**src/rtl/insn_fetch_unit.sv**
```systemverilog
// Instruction fetch unit: reads byte-wide program ROM, assembles 16-bit
// instructions (high byte at the even address, low byte at address+1), and
// queues them in a small FIFO that the decoder drains over valid/ready.
// A redirect flushes the FIFO and restarts fetch at a new PC. A ROM read
// still outstanding at that point is drained and its data dropped.
module insn_fetch_unit #(
  parameter int                ADDR_W   = 13,
  parameter int                DEPTH    = 2,
  parameter logic [ADDR_W-1:0] RESET_PC = '0
) (
  input  logic              clk,
  input  logic              rst,
  output logic              rom_rd,
  output logic [ADDR_W-1:0] rom_addr,
  input  logic              rom_ack,
  input  logic [7:0]        rom_data,
  input  logic              redirect,
  input  logic [ADDR_W-1:0] redirect_pc,
  input  logic              halt,
  output logic              ins_valid,
  input  logic              ins_ready,
  output logic [15:0]       ins,
  output logic [ADDR_W-1:0] ins_pc
);

  localparam int                PTR_W    = (DEPTH > 1) ? $clog2(DEPTH) : 1;
  localparam int                CNT_W    = $clog2(DEPTH + 1);
  localparam logic [CNT_W-1:0]  DEPTH_C  = CNT_W'(DEPTH);
  localparam logic [PTR_W-1:0]  LAST_C   = PTR_W'(DEPTH - 1);
  localparam logic [ADDR_W-1:0] EVEN_MSK = ~ADDR_W'(1);
  localparam logic [ADDR_W-1:0] START_PC = RESET_PC & EVEN_MSK;

  typedef enum logic [1:0] {
    S_IDLE,
    S_FETCH_HI,
    S_FETCH_LO,
    S_DRAIN
  } state_t;

  state_t              r_state;
  state_t              w_state_nxt;
  logic [ADDR_W-1:0]   r_pc;
  logic [ADDR_W-1:0]   r_addr;
  logic [7:0]          r_hi;
  logic [15:0]         r_mem_ins [DEPTH];
  logic [ADDR_W-1:0]   r_mem_pc  [DEPTH];
  logic [PTR_W-1:0]    r_wr_ptr;
  logic [PTR_W-1:0]    r_rd_ptr;
  logic [CNT_W-1:0]    r_count;

  logic                w_pop;
  logic                w_push;
  logic                w_hi_ld;
  logic                w_addr_ld;
  logic [ADDR_W-1:0]   w_addr_nxt;
  logic [CNT_W-1:0]    w_cnt_after_push;
  logic                w_start_idle;
  logic                w_start_lo;

  // Circular pointer advance for a FIFO whose depth need not be a power of two.
  function automatic logic [PTR_W-1:0] ptr_inc(input logic [PTR_W-1:0] p);
    return (p == LAST_C) ? '0 : p + PTR_W'(1);
  endfunction

  assign ins_valid = (r_count != '0);
  assign w_pop     = ins_valid & ins_ready;
  assign rom_rd    = (r_state != S_IDLE);
  assign rom_addr  = r_addr;
  assign ins       = ins_valid ? r_mem_ins[r_rd_ptr] : '0;
  assign ins_pc    = ins_valid ? r_mem_pc[r_rd_ptr]  : '0;

  // The instruction in flight holds a reserved slot. A new fetch starts only
  // when that instruction's push, plus any same-cycle pop, leaves space.
  assign w_cnt_after_push = r_count + CNT_W'(1) - CNT_W'(w_pop);
  assign w_start_idle     = !halt && (r_count < DEPTH_C);
  assign w_start_lo       = !halt && (w_cnt_after_push < DEPTH_C);

  // State register.
  always_ff @(posedge clk or negedge rst) begin
    if (!rst) r_state <= S_IDLE;
    else      r_state <= w_state_nxt;
  end

  // Next-state decode. Redirect overrides everything else. A pending ROM
  // request must still run to its ack, so it goes through DRAIN.
  always_comb begin
    w_state_nxt = r_state;
    w_push      = 1'b0;
    w_hi_ld     = 1'b0;
    w_addr_ld   = 1'b0;
    w_addr_nxt  = r_addr;
    if (redirect) begin
      if ((r_state != S_IDLE) && !rom_ack) w_state_nxt = S_DRAIN;
      else                                 w_state_nxt = S_IDLE;
    end else begin
      case (r_state)
        S_IDLE: begin
          if (w_start_idle) begin
            w_state_nxt = S_FETCH_HI;
            w_addr_ld   = 1'b1;
            w_addr_nxt  = r_pc;
          end
        end
        S_FETCH_HI: begin
          if (rom_ack) begin
            w_hi_ld     = 1'b1;
            w_state_nxt = S_FETCH_LO;
            w_addr_ld   = 1'b1;
            w_addr_nxt  = r_pc + ADDR_W'(1);
          end
        end
        S_FETCH_LO: begin
          if (rom_ack) begin
            w_push = 1'b1;
            if (w_start_lo) begin
              w_state_nxt = S_FETCH_HI;
              w_addr_ld   = 1'b1;
              w_addr_nxt  = r_pc + ADDR_W'(2);
            end else begin
              w_state_nxt = S_IDLE;
            end
          end
        end
        S_DRAIN: begin
          if (rom_ack) w_state_nxt = S_IDLE;
        end
        default: w_state_nxt = S_IDLE;
      endcase
    end
  end

  // Program counter and ROM address. The address only moves when a new
  // request starts, so it stays put through DRAIN.
  always_ff @(posedge clk or negedge rst) begin
    if (!rst) begin
      r_pc   <= START_PC;
      r_addr <= RESET_PC;
    end else begin
      if (redirect)    r_pc <= redirect_pc & EVEN_MSK;
      else if (w_push) r_pc <= r_pc + ADDR_W'(2);
      if (w_addr_ld)   r_addr <= w_addr_nxt;
    end
  end

  // High-byte latch, cleared on redirect so no stale byte can survive.
  always_ff @(posedge clk) begin
    if (redirect)     r_hi <= '0;
    else if (w_hi_ld) r_hi <= rom_data;
  end

  // FIFO occupancy and pointers. Redirect empties the queue outright.
  always_ff @(posedge clk or negedge rst) begin
    if (!rst) begin
      r_wr_ptr <= '0;
      r_rd_ptr <= '0;
      r_count  <= '0;
    end else if (redirect) begin
      r_wr_ptr <= '0;
      r_rd_ptr <= '0;
      r_count  <= '0;
    end else begin
      if (w_push) r_wr_ptr <= ptr_inc(r_wr_ptr);
      if (w_pop)  r_rd_ptr <= ptr_inc(r_rd_ptr);
      if (w_push && !w_pop)      r_count <= r_count + CNT_W'(1);
      else if (!w_push && w_pop) r_count <= r_count - CNT_W'(1);
    end
  end

  // FIFO storage: the assembled instruction tagged with its high-byte address.
  always_ff @(posedge clk) begin
    if (w_push) begin
      r_mem_ins[r_wr_ptr] <= {r_hi, rom_data};
      r_mem_pc[r_wr_ptr]  <= r_pc;
    end
  end

endmodule

```
**config.mk**
```make
export PLATFORM = sky130hd
export DESIGN_NAME = insn_fetch_unit
export DESIGN_NICKNAME = d
export VERILOG_FILES = /design/src/rtl/insn_fetch_unit.sv
export SDC_FILE = /design/constraint.sdc
export NUM_CORES = 1
export LEC_CHECK = 0
export BUFFER_PORTS_ARGS = -buffer_cell sky130_fd_sc_hd__buf_2
export CORE_MARGIN = 2
export CORE_UTILIZATION = 40
export CTS_CLUSTER_DIAMETER = 120
export CTS_CLUSTER_SIZE = 28
export DETAILED_ROUTE_END_ITERATION = 8
export GPL_TIMING_DRIVEN = 0
export SKIP_CTS_REPAIR_TIMING = 1
export SLEW_MARGIN = 20
export SYNTH_ARGS = -nofsm -noshare
export SYNTH_HDL_FRONTEND = slang
export SYNTH_SLANG_ARGS = --single-unit
```
**constraint.sdc**
```tcl
create_clock -name clk -period 4.5 [get_ports clk]
set_input_delay 0 -clock clk [delete_from_list [all_inputs] [get_ports clk]]
set_output_delay 0 -clock clk [all_outputs]
set_load 0.01 [all_outputs]
```
Word level (Yosys, flattened, before mapping)
Memories as Yosys holds them, arrays and structs flattened.
Cells that the tools add are included.
- RAM bits: 58
- memories kept: 2
- flip-flop bits (word level): 40
- bitwise operators: 2
- magnitude comparators: 2
- multiplexer cells: 38
- $add $sub $neg: 7
- equality and inequality tests: 11
- reductions and logical operators: 18
- memory list (name ; depth ; width ; rd ports ; clocked after Yosys merged registers in ; wr ports ; line ; RTL):
    r_mem_ins ; 2 ; 16 ; 1 ; 0 ; 1 ; 45 ; logic [15:0] r_mem_ins [DEPTH];
    r_mem_pc ; 2 ; 13 ; 1 ; 0 ; 1 ; 46 ; logic [ADDR_W-1:0] r_mem_pc [DEPTH];
- operators with widths (operator ; number):
    13-bit 2-to-1 mux ; 7
    13-bit one-hot mux with 3 select lines ; 1
    1-bit 2-to-1 mux ; 18
    2-bit 2-to-1 mux ; 9
    16-bit 2-to-1 mux ; 1
    13-bit by 1-bit adder with 13-bit output (second input constant) ; 1
    13-bit by 2-bit adder with 13-bit output (second input constant) ; 1
    3-bit != test (second input constant) ; 4
    2-bit != test (second input constant) ; 4
    2-bit one-hot mux with 4 select lines ; 1
    2-bit nonzero test ; 4
    7-bit AND reduction ; 1
    3-bit nonzero test ; 2
    1-bit logical AND ; 5
    2-bit equality test (second input constant) ; 2
    1-bit logical NOT ; 4
    2-bit < comparator (second input constant) ; 2
    4-bit AND reduction ; 1
    1-bit one-hot mux with 3 select lines ; 1
    1-bit adder (second input constant) ; 2
    2-bit by 1-bit adder with 2-bit output (second input constant) ; 1
    2-bit by 1-bit equality test with 1-bit output (second input constant) ; 1
    2-bit logical NOT ; 1
    2-bit by 1-bit subtractor with 2-bit output ; 1
    other kinds (3) ; 3

Longest topological paths before layout
- word-level depth: 10
- mapped depth: 8

Least setup slack after synthesis
Ideal clock, no wire load.
- path type: reg2reg
- from: reg r_state[0]
- to: mem r_mem_ins[0][0], enable pin
- path slack: 0.951 ns
- path buffers: 1
- library setup time: 0.448 ns
- arrival time: 3.100 ns
- cell stages (with the launch flop): 6
- data required time: 4.052 ns
- path through: dfrtp_1 inv_1 ha_1 nand2_4 clkbuf_1 nor3_1
- longest elaborated chain between the ends: 5
- RTL lines (element ; line ; RTL):
    start: declaration ; 40 ; state_t r_state;
    start signal: assignment ; 81 ; else r_state <= w_state_nxt;
    2-bit equality test ; 96 ; case (r_state)
    1-bit 2-to-1 mux ; 96 ;
    1-bit 2-to-1 mux ; 92 ; if (redirect) begin
    1-bit 2-to-1 mux ; 171 ; if (w_push) begin
    1-bit 2-to-1 mux (implied by the code) ; 172 ; r_mem_ins[r_wr_ptr] <= {r_hi, rom_data};
    end: declaration ; 45 ;
No other way between the ends.

Worst setup path after layout
- from: reg r_state[0]
- to: mem r_mem_pc[0][12], enable pin
- longest elaborated chain between the ends: 5
- RTL lines (element ; line ; RTL):
    2-bit equality test ; 96 ;
    1-bit 2-to-1 mux ; 96 ;
    1-bit 2-to-1 mux ; 92 ;
    1-bit 2-to-1 mux ; 171 ;
    1-bit 2-to-1 mux (implied by the code) ; 173 ; r_mem_pc[r_wr_ptr] <= r_pc;
    end: declaration ; 46 ;
No other way between the ends.

==> reports/metrics.yaml <==
outcome: "complete, no violations"
drc: 0
cts_sinks: 95
min_path_type: "primary input to flip-flop"
die_x_um: 107
clkLatencyLatePin_ns: 0.37
fin_nets: 501
die_h_um: 107
antenna_found_initial: 0
hold_slack_ns: 0.0960
finalHoldViolCount: 0
gr-usage-met2_pct: 25.5
hold_depth: 4
dr_total_vias: 3068
dieArea_mm2: 0.0115
power_switching_share_pct: 37.2
fin_tns_setup_ns: 0
crit_type: "flip-flop to flip-flop"
place_congestion: 0.849
fin_crit_sh_pct: 54.4
max-slew-margin-rel_pct: 44.8
clkTransAtPathRegs_ns: 0.11
syn-num-nets: 398
ioPinCount: 71
cp.required_ns: 4.58
p_int_w: 0.00177
grt_start_max_net_pins: 32
hpwlAfterDp_um: 6420
use_met1_pct: 23.5
num_rows: 37
fmax_mhz: 408
worst_clock_skew_ns: 0.0121
initial_core_util_pct: 41.2
dr.pass1.iters: 5
synth_cell_type_count: 44
wl_per_cell_um: 15.2
port_buffers: 67
ant_nets: 0
totalWireLength_um: 9260
viasPerCell: 5.04
clk_path_buf_depth: 2
syn_area_mm2: 0.00426
drtIter0Drc: 186
area_delta_synth_final_pct: 22.7
cts_root_buffer: "clkbuf_8"
startpoint_type: "flip-flop"
p_comb_share_pct: 38.4
fillerInstances: 950
power.switching_w: 0.00105
cp.arrival_ns: 2.52
grt_setup_unrepaired: "no"
synth-seq-cells: 95
diodes: 0
clockPowerShare_pct: 21.1
ys_warn_count: 0
power.leakage_nw: 2.06
ir_worst_vdd_mv: 0.296
worstRegToRegCells: 6
grtUsageTotal_pct: 16.8
cts_tree: "built"
critPathCaptureType: "flip-flop"
cts_buffers: 9
gr-usage-met3_pct: 3.89
grt_pass1_vias: 2895
core_mm2: 0.0103
powerDensity_mw_per_mm2: 539
finalPower_w: 0.00282
grt_pass1_wl_um: 14700
gr-total-overflow: 0
fin_util_pct: 50.6
drv_cap: 0
drv_slew: 0
pwr-share-seq_pct: 40.5
period_minus_slack_ns: 2.45
syn_avg_cell_area_um2: 11.7
drive_gt1_share_pct: 22.0
gr-max-usage-layer: "met2"
worst_pin_slew_ns: 0.828
cts_max_level: 3
synth_cells: 365
ys_seq_area_share_pct: 61.5
setup_viol: 0
cp_max_fo: 10
flip-flops by register name, summed over array words and instances, names as in the netlist:
name and count:
r_count 2, r_hi 8, r_mem_ins 32, r_mem_pc 24, r_pc 12, r_rd_ptr 1, r_state 2, r_wr_ptr 1
rom_addr 13
power by group through the flow:
stage | logic [W] | clock network (W) | registers [W]
after CTS | 0.00108 | 0.000605 | 0.00114
after detailed placement | 0.00108 | 0 | 0.00116
final | 0.00108 | 0.000593 | 0.00114
after global routing | 0.00120 | 0.000646 | 0.00116
after global placement | 0.00105 | 0 | 0.00116
after floorplan | 0.000693 | 0 | 0.00117
placed cells by master, fill, tap and decap left out, types with 12 or more instances in the layout:
| cell | n |
|---|---|
| mux2i_1 | 30 |
| nand3_1 | 12 |
| buf_2 | 72 |
| a21oi_1 | 20 |
| dlygate4sd3_1 | 22 |
| nand2_1 | 27 |
| dfrtp_1 | 31 |
| nor2_1 | 50 |
| edfxtp_1 | 56 |
| o21ai_0 | 21 |
through the flow:
stage,setup WS [ns],area [µm²],cells
global placement,-0.406,4760,568
floorplan,0.951,4260,365
detailed placement,2.03,4800,571
finish,2.05,5220,609
CTS,2.01,5000,587
global route,1.88,5220,609
worst max-delay path, cell delays in order (launching register included):
cell and delay [ns]:
dfrtp_1 0.42, inv_1 0.11, ha_1 0.38, nand2_4 0.14, clkbuf_1 0.29, nor3_2 0.51, buf_4 0.30
path summary, 6_finish.rpt:
kind	start	to	slack, ns
min in group asynchronous	rst	r_state[0]	0.20
worst min-delay path	rom_ack	r_state[1]	0.1
worst min register to register	r_hi[0]	r_mem_ins[0][8]	0.47
max in group asynchronous	rst	r_pc[10]	3.83
worst max register to register	r_state[0]	r_mem_pc[0][12]	2.05
worst max-delay path	r_state[0]	r_mem_pc[0][12]	2.05
cell families (layout without fill, tap and decap cells):
kind of cell	count (synthesis)	in the layout	synth area share (%)
simple gates	119	119	12.8
xor+xnor	16	16	3.29
buf+inv	31	139	3.32
other cells	1	1	0.0881
mux	31	31	7.32
flops	95	95	61.5
fa+ha+maj	6	6	1.76
compound gates	66	66	9.96
cells in the mapped netlist, drive strengths merged:
| cell | count | area (µm²) |
|---|---|---|
| a21oi | 20 | 100 |
| and3 | 5 | 31.3 |
| a21o | 4 | 30.0 |
| ha | 6 | 75.1 |
| dfxtp | 8 | 160 |
| nand3 | 13 | 70.1 |
| mux2i | 30 | 300 |
| a221oi | 1 | 26.3 |
| a22oi | 2 | 15.0 |
| dfrtp | 31 | 776 |
| nand2b | 2 | 12.5 |
| nor3b | 1 | 7.51 |
| o21ai | 21 | 105 |
| buf | 12 | 70.1 |
| or2 | 1 | 6.26 |
| mux2 | 1 | 11.3 |
| o21a | 3 | 22.5 |
| xnor2 | 10 | 87.6 |
| nand3b | 2 | 15.0 |
| and2 | 2 | 12.5 |
| a211oi | 2 | 15.0 |
| nand2 | 29 | 119 |
| a31oi | 6 | 50.0 |
| o311ai | 5 | 43.8 |
| nor2 | 50 | 188 |
| inv | 9 | 33.8 |
| nor3 | 6 | 30.0 |
| or4 | 2 | 15.0 |
| nor4 | 1 | 6.26 |
| conb | 1 | 3.75 |
| a311oi | 1 | 8.76 |
| xor2 | 6 | 52.6 |
| clkbuf | 10 | 37.5 |
| o211ai | 1 | 7.51 |
| edfxtp | 56 | 1680 |
| nor2b | 2 | 12.5 |
| nand4 | 3 | 18.8 |
area by class of cell:
type | count | area [µm²] | area share, %
sequential | 95 | 2620 | 50.1
buffer | 22 | 108 | 2.06
clock buffer | 9 | 124 | 2.37
inverter | 9 | 33.8 | 0.647
multi-input combinational | 239 | 1510 | 28.8
clock inverter | 7 | 83.8 | 1.60
timing repair buffer | 92 | 582 | 11.1
tap | 136 | 170 | 3.26
routing by layer:
| metal | wire, µm | vias to the layer above |
|---|---|---|
| met5 | 0 | - |
| met4 | 137 | 0 |
| met3 | 590 | 13 |
| met2 | 4220 | 101 |
| met1 | 4310 | 1451 |
| li1 | - | 1503 |
Note: power is estimated with default switching activity, not from simulation.
